`config.mk`:
```
export PLATFORM = sky130hd
export DESIGN_NAME = cdb_arbiter_flat
export DESIGN_NICKNAME = d
export VERILOG_FILES = /design/src/rtl/cdb_arbiter_if.sv /design/src/rtl/cdb_arbiter.sv /design/src/flat_wrapper.sv
export SDC_FILE = /design/constraint.sdc
export NUM_CORES = 1
export LEC_CHECK = 0
export BUFFER_PORTS_ARGS = -buffer_cell sky130_fd_sc_hd__buf_2
export CAP_MARGIN = 20
export CORE_ASPECT_RATIO = 0.5
export CORE_MARGIN = 8
export CORE_UTILIZATION = 29
export CTS_CLUSTER_SIZE = 24
export DETAILED_ROUTE_END_ITERATION = 12
export PLACE_DENSITY = 0.45
export SYNTH_ARGS = -nofsm -noshare
export SYNTH_HDL_FRONTEND = slang
export SYNTH_SLANG_ARGS = --single-unit
```
`constraint.sdc`:
```
create_clock -name clk -period 1.6 [get_ports clk]
set_input_delay 0 -clock clk [delete_from_list [all_inputs] [get_ports clk]]
set_output_delay 0 -clock clk [all_outputs]
set_load 0.01 [all_outputs]
```
`src/rtl/cdb_arbiter_if.sv`:
```
// Result-producer and CDB broadcast signals for cdb_arbiter.
// The arbiter takes the slave side; producers and CDB consumers use the master side.
interface cdb_arbiter_if #(
    parameter int LAB_W = 5,
    parameter int VAL_W = 32
) ();
    logic             alu_valid;
    logic [LAB_W-1:0] alu_lab;
    logic [VAL_W-1:0] alu_val;
    logic             alu_ready;

    logic             lsb_valid;
    logic [LAB_W-1:0] lsb_lab;
    logic [VAL_W-1:0] lsb_val;
    logic             lsb_ready;

    logic             cdb_valid;
    logic [LAB_W-1:0] cdb_lab;
    logic [VAL_W-1:0] cdb_val;
    logic             cdb_src;

    modport master (
        output alu_valid, alu_lab, alu_val,
        input  alu_ready,
        output lsb_valid, lsb_lab, lsb_val,
        input  lsb_ready,
        input  cdb_valid, cdb_lab, cdb_val, cdb_src
    );

    modport slave (
        input  alu_valid, alu_lab, alu_val,
        output alu_ready,
        input  lsb_valid, lsb_lab, lsb_val,
        output lsb_ready,
        output cdb_valid, cdb_lab, cdb_val, cdb_src
    );
endinterface

```
`src/rtl/cdb_arbiter.sv`:
```
// Round-robin CDB arbiter: one small FIFO per producer (ALU, LSB), one registered broadcast per cycle.
// Define CDB_BYPASS_EN to let a request into an empty FIFO compete for the bus on the same edge.
module cdb_arbiter #(
    parameter int LAB_W = 5,
    parameter int VAL_W = 32,
    parameter int DEPTH = 2
) (
    input  logic         clk,
    input  logic         rst_in,
    input  logic         rdy_in,
    input  logic         flush,
    cdb_arbiter_if.slave bus
);

    localparam int PTR_W   = $clog2(DEPTH);
    localparam int CNT_W   = $clog2(DEPTH + 1);
    localparam int NSRC    = 2;
    localparam int SRC_ALU = 0;
    localparam int SRC_LSB = 1;

    typedef logic [PTR_W-1:0] ptr_t;
    typedef logic [CNT_W-1:0] cnt_t;
    typedef logic [LAB_W-1:0] lab_t;
    typedef logic [VAL_W-1:0] val_t;

    typedef enum logic {
        PRIO_ALU = 1'b0,
        PRIO_LSB = 1'b1
    } prio_e;

    lab_t  mem_lab_q [NSRC][DEPTH];
    lab_t  mem_lab_d [NSRC][DEPTH];
    val_t  mem_val_q [NSRC][DEPTH];
    val_t  mem_val_d [NSRC][DEPTH];
    ptr_t  head_q    [NSRC];
    ptr_t  head_d    [NSRC];
    ptr_t  tail_q    [NSRC];
    ptr_t  tail_d    [NSRC];
    cnt_t  count_q   [NSRC];
    cnt_t  count_d   [NSRC];
    prio_e rr_prio_q, rr_prio_d;
    logic  cdb_valid_q, cdb_valid_d;
    lab_t  cdb_lab_q, cdb_lab_d;
    val_t  cdb_val_q, cdb_val_d;
    logic  cdb_src_q, cdb_src_d;

    logic  in_valid  [NSRC];
    lab_t  in_lab    [NSRC];
    val_t  in_val    [NSRC];
    logic  ready     [NSRC];
    logic  push_req  [NSRC];
    logic  cand      [NSRC];
    logic  cand_byp  [NSRC];
    lab_t  cand_lab  [NSRC];
    val_t  cand_val  [NSRC];
    logic  do_push   [NSRC];
    logic  do_pop    [NSRC];
    logic  grant_v;
    logic  grant_src;

    always_comb begin : src_map
        in_valid[SRC_ALU] = bus.alu_valid;
        in_lab[SRC_ALU]   = bus.alu_lab;
        in_val[SRC_ALU]   = bus.alu_val;
        in_valid[SRC_LSB] = bus.lsb_valid;
        in_lab[SRC_LSB]   = bus.lsb_lab;
        in_val[SRC_LSB]   = bus.lsb_val;
    end

    // Ready looks only at the registered count, so a pop on this edge never frees a slot early.
    always_comb begin : req_logic
        for (int unsigned s = 0; s < NSRC; s++) begin
            ready[s]    = rdy_in && (count_q[s] < CNT_W'(DEPTH));
            push_req[s] = in_valid[s] && ready[s] && !flush && (in_lab[s] != '0);
        end
    end

    always_comb begin : arbitration
        for (int unsigned s = 0; s < NSRC; s++) begin
            cand[s]     = (count_q[s] != '0);
            cand_byp[s] = 1'b0;
            cand_lab[s] = mem_lab_q[s][head_q[s]];
            cand_val[s] = mem_val_q[s][head_q[s]];
`ifdef CDB_BYPASS_EN
            if ((count_q[s] == '0) && push_req[s]) begin
                cand[s]     = 1'b1;
                cand_byp[s] = 1'b1;
                cand_lab[s] = in_lab[s];
                cand_val[s] = in_val[s];
            end
`endif
        end

        grant_v = cand[SRC_ALU] || cand[SRC_LSB];
        if (cand[SRC_ALU] && cand[SRC_LSB]) begin
            grant_src = (rr_prio_q == PRIO_LSB);
        end else begin
            grant_src = !cand[SRC_ALU];
        end

        // A bypassed winner goes straight to the bus and is never written into its FIFO.
        for (int unsigned s = 0; s < NSRC; s++) begin
            do_pop[s]  = grant_v && (grant_src == s[0]) && !cand_byp[s];
            do_push[s] = push_req[s] && !(grant_v && (grant_src == s[0]) && cand_byp[s]);
        end
    end

    always_comb begin : next_state
        mem_lab_d   = mem_lab_q;
        mem_val_d   = mem_val_q;
        head_d      = head_q;
        tail_d      = tail_q;
        count_d     = count_q;
        rr_prio_d   = rr_prio_q;
        cdb_valid_d = cdb_valid_q;
        cdb_lab_d   = cdb_lab_q;
        cdb_val_d   = cdb_val_q;
        cdb_src_d   = cdb_src_q;

        if (rdy_in) begin
            if (flush) begin
                for (int unsigned s = 0; s < NSRC; s++) begin
                    head_d[s]  = '0;
                    tail_d[s]  = '0;
                    count_d[s] = '0;
                end
                cdb_valid_d = 1'b0;
            end else begin
                cdb_valid_d = grant_v;
                if (grant_v) begin
                    cdb_lab_d = cand_lab[grant_src];
                    cdb_val_d = cand_val[grant_src];
                    cdb_src_d = grant_src;
                    rr_prio_d = grant_src ? PRIO_ALU : PRIO_LSB;
                end

                for (int unsigned s = 0; s < NSRC; s++) begin
                    if (do_push[s]) begin
                        mem_lab_d[s][tail_q[s]] = in_lab[s];
                        mem_val_d[s][tail_q[s]] = in_val[s];
                        tail_d[s]               = tail_q[s] + ptr_t'(1);
                    end
                    if (do_pop[s]) begin
                        head_d[s] = head_q[s] + ptr_t'(1);
                    end
                    case ({do_push[s], do_pop[s]})
                        2'b10:   count_d[s] = count_q[s] + cnt_t'(1);
                        2'b01:   count_d[s] = count_q[s] - cnt_t'(1);
                        default: count_d[s] = count_q[s];
                    endcase
                end
            end
        end
    end

    always_ff @(posedge clk) begin
        if (!rst_in) begin
            mem_lab_q   <= '{default: '0};
            mem_val_q   <= '{default: '0};
            head_q      <= '{default: '0};
            tail_q      <= '{default: '0};
            count_q     <= '{default: '0};
            rr_prio_q   <= PRIO_ALU;
            cdb_valid_q <= 1'b0;
            cdb_lab_q   <= '0;
            cdb_val_q   <= '0;
            cdb_src_q   <= 1'b0;
        end else begin
            mem_lab_q   <= mem_lab_d;
            mem_val_q   <= mem_val_d;
            head_q      <= head_d;
            tail_q      <= tail_d;
            count_q     <= count_d;
            rr_prio_q   <= rr_prio_d;
            cdb_valid_q <= cdb_valid_d;
            cdb_lab_q   <= cdb_lab_d;
            cdb_val_q   <= cdb_val_d;
            cdb_src_q   <= cdb_src_d;
        end
    end

    assign bus.alu_ready = ready[SRC_ALU];
    assign bus.lsb_ready = ready[SRC_LSB];
    assign bus.cdb_valid = cdb_valid_q;
    assign bus.cdb_lab   = cdb_lab_q;
    assign bus.cdb_val   = cdb_val_q;
    assign bus.cdb_src   = cdb_src_q;

endmodule

```
`src/flat_wrapper.sv`:
```
// flat-port wrapper written by rule: the top's interface ports become plain ports
module cdb_arbiter_flat 
#(
    parameter int LAB_W = 5,
    parameter int VAL_W = 32,
    parameter int DEPTH = 2
)
  (clk, rst_in, rdy_in, flush, bus_alu_valid, bus_alu_lab, bus_alu_val, bus_alu_ready, bus_lsb_valid, bus_lsb_lab, bus_lsb_val, bus_lsb_ready, bus_cdb_valid, bus_cdb_lab, bus_cdb_val, bus_cdb_src);
  cdb_arbiter_if #(.LAB_W(LAB_W), .VAL_W(VAL_W)) bus_i ();
  input  logic clk;
  input  logic rst_in;
  input  logic rdy_in;
  input  logic flush;
  input wire logic [$bits(bus_i.alu_valid)-1:0] bus_alu_valid;
  input wire logic [$bits(bus_i.alu_lab)-1:0] bus_alu_lab;
  input wire logic [$bits(bus_i.alu_val)-1:0] bus_alu_val;
  output wire logic [$bits(bus_i.alu_ready)-1:0] bus_alu_ready;
  input wire logic [$bits(bus_i.lsb_valid)-1:0] bus_lsb_valid;
  input wire logic [$bits(bus_i.lsb_lab)-1:0] bus_lsb_lab;
  input wire logic [$bits(bus_i.lsb_val)-1:0] bus_lsb_val;
  output wire logic [$bits(bus_i.lsb_ready)-1:0] bus_lsb_ready;
  output wire logic [$bits(bus_i.cdb_valid)-1:0] bus_cdb_valid;
  output wire logic [$bits(bus_i.cdb_lab)-1:0] bus_cdb_lab;
  output wire logic [$bits(bus_i.cdb_val)-1:0] bus_cdb_val;
  output wire logic [$bits(bus_i.cdb_src)-1:0] bus_cdb_src;
  assign bus_i.alu_valid = bus_alu_valid;
  assign bus_i.alu_lab = bus_alu_lab;
  assign bus_i.alu_val = bus_alu_val;
  assign bus_alu_ready = bus_i.alu_ready;
  assign bus_i.lsb_valid = bus_lsb_valid;
  assign bus_i.lsb_lab = bus_lsb_lab;
  assign bus_i.lsb_val = bus_lsb_val;
  assign bus_lsb_ready = bus_i.lsb_ready;
  assign bus_cdb_valid = bus_i.cdb_valid;
  assign bus_cdb_lab = bus_i.cdb_lab;
  assign bus_cdb_val = bus_i.cdb_val;
  assign bus_cdb_src = bus_i.cdb_src;
  cdb_arbiter #(.LAB_W(LAB_W), .VAL_W(VAL_W), .DEPTH(DEPTH)) u_core (.clk(clk), .rst_in(rst_in), .rdy_in(rdy_in), .flush(flush), .bus(bus_i));
endmodule
```
# == Word-level counts from Yosys, hierarchy flattened ==
# Cells that the tools add are included.
# W data, S select, Z words.
# totals
word_cells,124
reg_bits,196
inputBits,80
output_inout_bits,41
# classes
n_reduce_logical,35
mux,42
addsub,8
n_eq_ne,4
order_cmp,9
n_bitwise,7
# op_table
cell,n
$mux W32,11
$bwmux W64,2
$demux W32 S1,2
$mux W5,11
$bwmux W10,2
$logic_and A1 B1 Y1,13
$reduce_and A2 Y1,6
$reduce_bool A2 Y1,6
$demux W5 S1,2
$ge A2 B2 Y1 const B,5
$not A1 Y2,5
$reduce_bool A5 Y1,2
$reduce_and A3 Y1,3
$pmux W2 S2,2
$mux W1,7
$reduce_bool A3 Y1,2
$add A1 B1 Y1 const B,4
$add A2 B1 Y2 const B,2
$eq A2 B1 Y1 const B,2
$eq A2 B2 Y1 const B,2
$lt A2 B1 Y1 const B,2
$lt A2 B2 Y1 const B,2
$mux W2,2
$mux W4,1
other kinds (4),7

# == Logic depth before layout (Yosys ltp) ==
# Gate-level depths: netlist (run 1).
# depth
word_depth,8
ltp_mapped,7
mapped_depth_nobuf,4

# == Worst setup path after synthesis (run 1) ==
# No wires, ideal clock.
# synth_path
path_kind,flip-flop to flip-flop
start,register u_core.count_q[3] (netlist name)
end,register u_core.mem_lab_q[10] (netlist name)
path_buffers,3
slack_ps,-85
period_less_slack_ps,1685
arrival_time_ps,1569
required_time_ps,1484
path_stages_with_launch,8
cell_sequence,dfxtp_1 -> and4bb_2 -> clkdlybuf4s15_1 -> o211ai_2 -> buf_6 -> buf_12 -> mux2i_1 -> nor2b_1
# synth_between
elab_chain_cells,6
# synth_lines
element,line_no,source
"start, declared",cdb_arbiter.sv:39,cnt_t count_q [NSRC];
"start signal, assigned",cdb_arbiter.sv:173,count_q <= count_d;
$lt A2 B2 Y1,cdb_arbiter.sv:73,ready[s] = rdy_in && (count_q[s] < CNT_W'(DEPTH));
$logic_and A1 B1 Y1,cdb_arbiter.sv:73,
$logic_and A1 B1 Y1 (3 in series),cdb_arbiter.sv:74,push_req[s] = in_valid[s] && ready[s] && !flush && (in_lab[s] != '0);
$reduce_and A3 Y1 (no line),n/a,
"end signal, assigned",cdb_arbiter.sv:169,mem_lab_q <= mem_lab_d;
"end, declared",cdb_arbiter.sv:31,lab_t mem_lab_q [NSRC][DEPTH];
# Every way passes these cells.
# A chain may end at the register's enable or synchronous reset.

# == Worst setup path after layout (run 1) ==
# layout_path
start,input port rdy_in
end,register u_core.cdb_val_q[26] (netlist: u_core.bus.cdb_val[26])
# layout_between
elab_chain_cells,1
# layout_lines
element,line_no,source
"start, declared",flat_wrapper.sv:12,input logic rdy_in;
$reduce_and A3 Y1 (no line),n/a,
"end signal, assigned",cdb_arbiter.sv:177,cdb_val_q <= cdb_val_d;
"end, declared",cdb_arbiter.sv:44,"val_t cdb_val_q, cdb_val_d;"
# Every way passes these cells.

==> metrics.md, run 1 <==
| Metric | Value |
|---|---|
| Status | `finished, final reports clean` |
| Routed WL | `approximately 24 mm` |
| Vias in the first global route | `roughly 6,900` |
| Least-Margin Pin Slew | `~0.42 ns` |
| Routability cong. | `around 0.75` |
| Number of DRC markers in iteration 0 | `between 200 and 300` |
| Relative slew slack | `0.723` |
| Root Driver | `clkbuf_16` |
| Die Footprint | `approximately 0.036 mm²` |
| Starting Density | `0.297` |
| Initial antenna violation count | `0` |
| Hold crit path type | `input pin to flop` |
| DRT antenna net count | `0` |
| # rows | `44` |
| # setup viols final | `0` |
| Share of post-route cells with drive strength above 1 | `0.203` |
| Wire length per cell | `16.4 µm` |
| Synth Instances | `roughly 860` |
| Fin crit share | `0.975` |
| Number of remaining DRC errors | `0` |
| Clock buffer depth | `2` |
| CTS tree | `done` |
| Worst setup EP type | `flop` |
| Vias post-DR | `~6,600` |
| Fmax | `around 640 MHz` |
| Synth area leader | `dfxtp_1` |
| Post-Syn Nets | `941` |
| Final setup TNS | `0 ns` |
| Worst Reg-to-Reg Cells | `5` |
| Worst-Skew Late Latency | `around 0.44 ns` |
| Post-route clock skew | `0.00963 ns` |
| Async set-or-reset flop fraction in the synthesized netlist | `0` |
| GRT Overall Usage | `0.135` |
| # fillers | `around 2,900` |
| PD cells | `slightly below 900 mW/mm²` |
| Detailed-router iteration count before antenna repair | `4` |
| DP Wirelength | `16.7 mm` |
| Final cell area excluding filler cells | `around 0.011 mm²` |
| Reg clk slew, reported paths | `about 0.070 ns` |
| Largest net degree at the start of global routing | `55` |
| Width of the die | `~260 µm` |
| Maxcap violations | `0` |
| EDFF count, synth | `0` |
| CTS sink cnt | `around 200` |
| Number of port buffers | `120` |
| Reg-to-reg slack, setup | `~0.070 ns` |
| Max Slew Vio Count | `0` |
| Syn avg cell area | `10.1 µm²` |
| Ys Warns | `0` |
| Total grt overflow | `0` |
| Main synth FF type | `dfxtp_1` |
| Unrepaired setup endpoints after global routing | `true` |
| Fin worst setup slack | `0.0403 ns` |
| Placement Setup Slack | `-0.0942 ns` |
| Critical Path Source Type | `input pin` |
| Seq cells post-synth | `196` |
| Shortest period the worst path allows | `around 1.6 ns` |
| Sequential-to-total area share from yosys stat | `0.452` |
| Cell variety after synth | `47` |
| WP data required | `~2.0 ns` |
| Top post-synthesis cells by area | `dfxtp_1 (45%), mux2i_1 (21%), nor2b_1 (11%)` |
| Die H | `138 µm` |
| Leakage Power | `4.87 nW` |
| Ant. Diodes | `0` |
| Kind of critical path | `input pin to flop` |
| Core Box Area | `0.0292 mm²` |
| H-tree depth | `4` |
| Inserted Clock Buffers | `17` |
| Post-Synthesis Cell Area | `between 0.008 and 0.009 mm²` |
| WP data arrival | `1.95 ns` |
| VDD IR-drop max | `~720 µV` |
| Maximum fanout along the worst path | `8` |
| Overall power | `9.92 mW` |
| Post-CTS setup buffer count | `0` |
| Hold path depth | `4` |
| IO Count | `roughly 120` |
| First-pass GRT wire length | `about 38 mm` |
| DR vias/cell | `roughly 4.5` |
| Final Hold Fails | `0` |
| Nets@finish | `around 1,100` |
| Area Growth Syn to Fin | `31.1%` |
| Yosys top cell area share | `0.452` |
| Dpl cell area | `0.0100 mm²` |
==> cells in the mapped netlist, types with 2 or more instances <==
cell,number
buf_4,2
nor2_1,13
buf_12,3
nand2_1,81
inv_1,4
dfxtp_1,196
a21oi_1,4
nand3_1,5
mux2i_1,183
a21boi_1,33
clkbuf_1,37
o21ai_0,3
nor2b_1,150
nand2b_1,2
o211a_1,3
o2111ai_2,2
o22ai_1,37
a21boi_0,10
buf_6,8
nand4b_1,2
buf_2,14
buf_1,3
o21a_1,41
or3_1,2
==> worst paths after layout <==
kind,from,endpoint
hold reg to reg,u_core.mem_val_q[107]$_SDFFE_PN0P_,u_core.mem_val_q[107]$_SDFFE_PN0P_
hold / removal,flush,u_core.count_q[3]$_SDFFE_PN0P_
setup reg to reg,u_core.count_q[0]$_SDFFE_PN0P_,u_core.bus.cdb_val[26]$_SDFFE_PN0P_
setup / recovery,rdy_in,u_core.bus.cdb_val[26]$_SDFFE_PN0P_
==> cell type report <==
| type | count | area, µm² | share of cell area |
|---|---|---|---|
| Sequential cell | 196 | 3930 | 0.345 |
| Clock inverter | 5 | 52.6 | 0.00462 |
| Inverter | 4 | 15.0 | 0.00132 |
| Multi-Input combinational cell | 591 | 4420 | 0.389 |
| Tap cell | 391 | 489 | 0.0430 |
| Clock buffer | 24 | 482 | 0.0423 |
| Timing Repair Buffer | 250 | 1990 | 0.175 |
==> worst max-delay path, cell delays in order <==
cell and delay [ns]:
dlygate4sd3_1 0.55, buf_2 0.15, nand2b_1 0.10, buf_4 0.17, or3_4 0.45, buf_4 0.20
o22ai_1 0.20, o21a_1 0.12
==> power breakdown <==
part           total, mW  leakage, nW  switching [mW]  internal (mW)
combinational      0.863         3.03           0.401          0.461
clock               4.06        0.262            1.82           2.24
sequential          5.00         1.59          0.0427           4.96
==> flip-flops by register name, indices dropped and copies added (netlist names) <==
signal and flops:
u_core.mem_lab_q 20, u_core.head_q 2, u_core.bus.cdb_lab 5, u_core.bus.cdb_val 32, u_core.bus.cdb_valid 1, u_core.count_q 4
u_core.tail_q 2, u_core.rr_prio_q 1, u_core.bus.cdb_src 1, u_core.mem_val_q 128
==> through the flow <==
step	hold WS [ns]	std cells	util
after floorplan	0.135	861	-
after global placement	0.254	1354	0.342
after detailed placement	0.261	1354	0.342
after CTS	0.104	1461	0.389
after global routing	0.121	1461	0.389
final	0.125	1461	0.389
==> timing repair <==
| item | CTS | global route |
|---|---|---|
| endpoints found under the hold margin | 153 | 0 |
| hold buffers | 78 | 0 |
| pin swaps | 1 | 0 |
| resized for setup | 8 | 4 |
| setup endpoints to repair | 25 | 16 |
==> layout by cell type, fill, tap and decap left out, types with 10 or more instances in the layout <==
| cell type | netlist | layout |
|---|---|---|
| a21boi_0 | 10 | 10 |
| a21boi_1 | 33 | 33 |
| buf_12 | 3 | 16 |
| buf_2 | 14 | 119 |
| buf_4 | 2 | 33 |
| clkbuf_16 | 0 | 17 |
| dfxtp_1 | 196 | 193 |
| dlygate4sd3_1 | 0 | 78 |
| mux2i_1 | 183 | 183 |
| nand2_1 | 81 | 81 |
| nor2_1 | 13 | 13 |
| nor2b_1 | 150 | 150 |
| o21a_1 | 41 | 40 |
| o22ai_1 | 37 | 32 |
==> cell families after synthesis <==
| family | count (synthesis) | share of synthesized area |
|---|---|---|
| simple gates | 264 | 0.165 |
| flops | 196 | 0.452 |
| mux | 183 | 0.211 |
| compound gates | 144 | 0.123 |
| buf+inv | 74 | 0.0490 |
==> metal layers <==
| layer | wire length, µm | share of wire | global-route usage | vias to the layer above |
|---|---|---|---|---|
| li1 | - | - | - | 3364 |
| met1 | 11300 | 0.47 | 0.169 | 3113 |
| met2 | 11700 | 0.49 | 0.230 | 65 |
| met3 | 728 | 0.030 | 0.0323 | 15 |
| met4 | 246 | 0.010 | 0.0342 | 0 |
| met5 | 0 | 0 | 0 | - |
(Power assumes the default switching activity.)
==> inputs of run 2 (changes only) <==
--- a/config.mk
+++ b/config.mk
@@ -7,7 +7,7 @@
 export LEC_CHECK = 0
 export BUFFER_PORTS_ARGS = -buffer_cell sky130_fd_sc_hd__buf_2
 export CAP_MARGIN = 20
-export CORE_ASPECT_RATIO = 0.5
+export CORE_ASPECT_RATIO = 1.75
 export CORE_MARGIN = 8
 export CORE_UTILIZATION = 29
 export CTS_CLUSTER_SIZE = 24
==> metrics.md, run 2 (synthesis results as in run 1) <==
| Metric | Value |
|---|---|
| CTS sink cnt | `roughly 200` |
| H-tree depth | `4` |
| Wire length per cell | `approximately 18 µm` |
| Worst-Skew Late Latency | `0.45 ns` |
| Hold path depth | `4` |
| CTS tree | `done` |
| Leakage Power | `just under 5 nW` |
| Die H | `about 240 µm` |
| Post-placement cell count | `between 1,000 and 1,500` |
| Commonest non-fill, non-tap cell in the layout | `dfxtp_1` |
| Detailed-router iteration count before antenna repair | `4` |
| Number of DRC markers in iteration 0 | `around 270` |
| Vias post-DR | `between 6,000 and 7,000` |
| Hold path endpoint | `u_core.tail_q[1]$_SDFFE_PN0P_` |
| Number of port buffers | `120` |
| Starting Density | `0.292` |
| Core Box Area | `0.0297 mm²` |
| Clock buffer depth | `2` |
| Maxcap violations | `0` |
| PD cells | `slightly below 900 mW/mm²` |
| IO Count | `around 120` |
| # setup viols final | `0` |
| Worst reg2reg endpoint | `u_core.bus.cdb_val[25]$_SDFFE_PN0P_` |
| Final setup TNS | `0 ns` |
| Max reg flops | `about 130` |
| Final Hold Fails | `0` |
| Total grt overflow | `0` |
| Post-route clock skew | `0.0110 ns` |
| Hold crit path type | `input pin to flop` |
| Largest reg by FF count | `u_core.mem_val_q` |
| VDD IR-drop max | `801 µV` |
| Reg-to-reg slack, setup | `about 0.053 ns` |
| WP data required | `1.99 ns` |
| Commonest cells after routing, fill and taps aside | `dfxtp_1 (193), mux2i_1 (182), nor2b_1 (150)` |
| Switching part of the total | `0.228` |
| Flop pwr share | `0.486` |
| Comb pwr share | `0.087` |
| Worst Reg-to-Reg Cells | `5` |
| Clock network power share | `0.427` |
| Hold path start | `flush` |
| Root Driver | `clkbuf_16` |
| Shortest period the worst path allows | `approximately 1.5 ns` |
| Hold Slack | `0.0487 ns` |
| Fin worst setup slack | `between 0.05 and 0.06 ns` |
| Initial antenna violation count | `0` |
| Fmax | `646 MHz` |
| Number of remaining DRC errors | `0` |
| Nets@finish | `roughly 1,100` |
| Util after Layout | `0.391` |
| Relative slew slack | `0.733` |
| Routability cong. | `approximately 0.7` |
| Worst setup EP type | `flop` |
| Inserted Clock Buffers | `17` |
| Vias in the first global route | `around 7,000` |
| # fillers | `2,950` |
| Reg clk slew, reported paths | `approximately 0.07 ns` |
| DR vias/cell | `about 4.5` |
| Layout Cells excl Fill | `1,463` |
| Fin crit share | `0.967` |
| DRT antenna net count | `0` |
| Unrepaired setup endpoints after global routing | `false` |
| DP Wirelength | `roughly 17 mm` |
| Worst path slowest cell | `or3_4` |
| Cell Chain, Critical Path | `o21a_4 -> or3_4 -> buf_12 -> o22ai_1 -> o21a_1` |
| Status | `finished, final reports clean` |
| WP data arrival | `~1.9 ns` |
| GRT Overall Usage | `0.141` |
| Routed WL | `about 26 mm` |
| Maximum fanout along the worst path | `15` |
| Width of the die | `~150 µm` |
| Reg-to-Reg Start | `u_core.count_q[0]$_SDFFE_PN0P_` |
| Max Slew Vio Count | `0` |
| Critical Path Source Type | `flop` |
| Least-Margin Pin Slew | `around 0.40 ns` |
| Kind of critical path | `flop to flop` |
| Die Footprint | `0.0359 mm²` |
| # rows | `84` |
| Share of post-route cells with drive strength above 1 | `0.218` |
| Area Growth Syn to Fin | `34.0%` |
| Placement Setup Slack | `-0.116 ns` |
| P_int | `7.94 mW` |
| P_sw | `between 2 and 2.5 mW` |
| First-pass GRT wire length | `between 30 and 40 mm` |
| Ant. Diodes | `0` |
| Largest net degree at the start of global routing | `96` |
| CP peak stage delay | `just under 0.4 ns` |
-- run 2: cell types whose count changed in the layout (fill, tap and decap cells not counted), moves of 2 or more --
cell	before	now
o22ai_1	32	25
o22ai_2	5	12
buf_12	16	20
clkbuf_16	17	21
a21boi_0	10	8
a21boi_1	33	35
clkbuf_1	4	2
clkbuf_8	3	5
dlygate4sd3_1	78	76
-- run 2: how the worst max path moves through the flow --
| stage | start | end | slack [ns] |
|---|---|---|---|
| finish | u_core.count_q[0]$_SDFFE_PN0P_ | u_core.bus.cdb_val[25]$_SDFFE_PN0P_ | 0.05 |
| global route | u_core.rr_prio_q$_SDFFE_PN0P_ | u_core.bus.cdb_val[26]$_SDFFE_PN0P_ | 0.0008 |
| CTS | u_core.count_q[0]$_SDFFE_PN0P_ | u_core.bus.cdb_val[20]$_SDFFE_PN0P_ | -0.008 |
| detailed placement | bus_alu_lab[0] | u_core.mem_val_q[92]$_SDFFE_PN0P_ | -0.12 |
| global placement | bus_alu_lab[0] | u_core.mem_lab_q[17]$_SDFFE_PN0P_ | -0.12 |
| floorplan | u_core.count_q[1]$_SDFFE_PN0P_ | u_core.bus.cdb_val[10]$_SDFFE_PN0P_ | 0.01 |
-- run 2: area by class of cell --
| type | instances | area [µm²] | area share |
|---|---|---|---|
| clock inverters | 7 | 93.8 | 0.00807 |
| flip-flops and latches | 196 | 3930 | 0.338 |
| clock buffers | 24 | 502 | 0.0431 |
| well taps | 387 | 484 | 0.0416 |
| repair buffers | 254 | 2130 | 0.183 |
| inverters | 4 | 15.0 | 0.00129 |
| multi-input cells | 591 | 4480 | 0.385 |
-- run 2: what timing repair did --
item,CTS,global route
setup buffers,0,2
gates resized for setup,11,10
gates cloned,0,4
pin swaps,0,3
hold buffers,76,0
endpoints found under the setup margin,45,59
endpoints found under the hold margin,160,0
-- run 2: per-stage QoR --
stage / total power, mW / area [µm²]
6_report: 10.3 / 11600
5_1_grt: 10.7 / 11600
4_1_cts: 10.5 / 11500
3_5_place_dp: 5.86 / 10100
3_3_place_gp: 5.86 / 10100
2_1_floorplan: 5.50 / 8710
-- run 2: per-layer routing --
metal  vias to the layer above  global-route usage  part of all wire
met4                         0              0.0447             0.017
li1                       3358                   -                 -
met3                        21              0.0254             0.022
met2                        77               0.266              0.54
met1                      3191               0.154              0.42
met5                         -                   0                 0
-- run 2: power groups by stage --
stage / Clock, mW / Sequential [mW] / Combinational [mW]
global route: 4.73 / 5.01 / 0.976
floorplan: 0 / 5.10 / 0.396
finish: 4.39 / 5.00 / 0.898
CTS: 4.57 / 5.00 / 0.895
global placement: 0 / 5.11 / 0.742
detailed placement: 0 / 5.12 / 0.741
-- run 2: critical path: cells and delay by family, from the launching register on --
kind / cells / cell delay (ns)
AOI/OAI and AO/OA: 3 / 0.54
DFF: 1 / 0.35
buffers and inverters: 1 / 0.18
and+or+nand+nor: 1 / 0.39
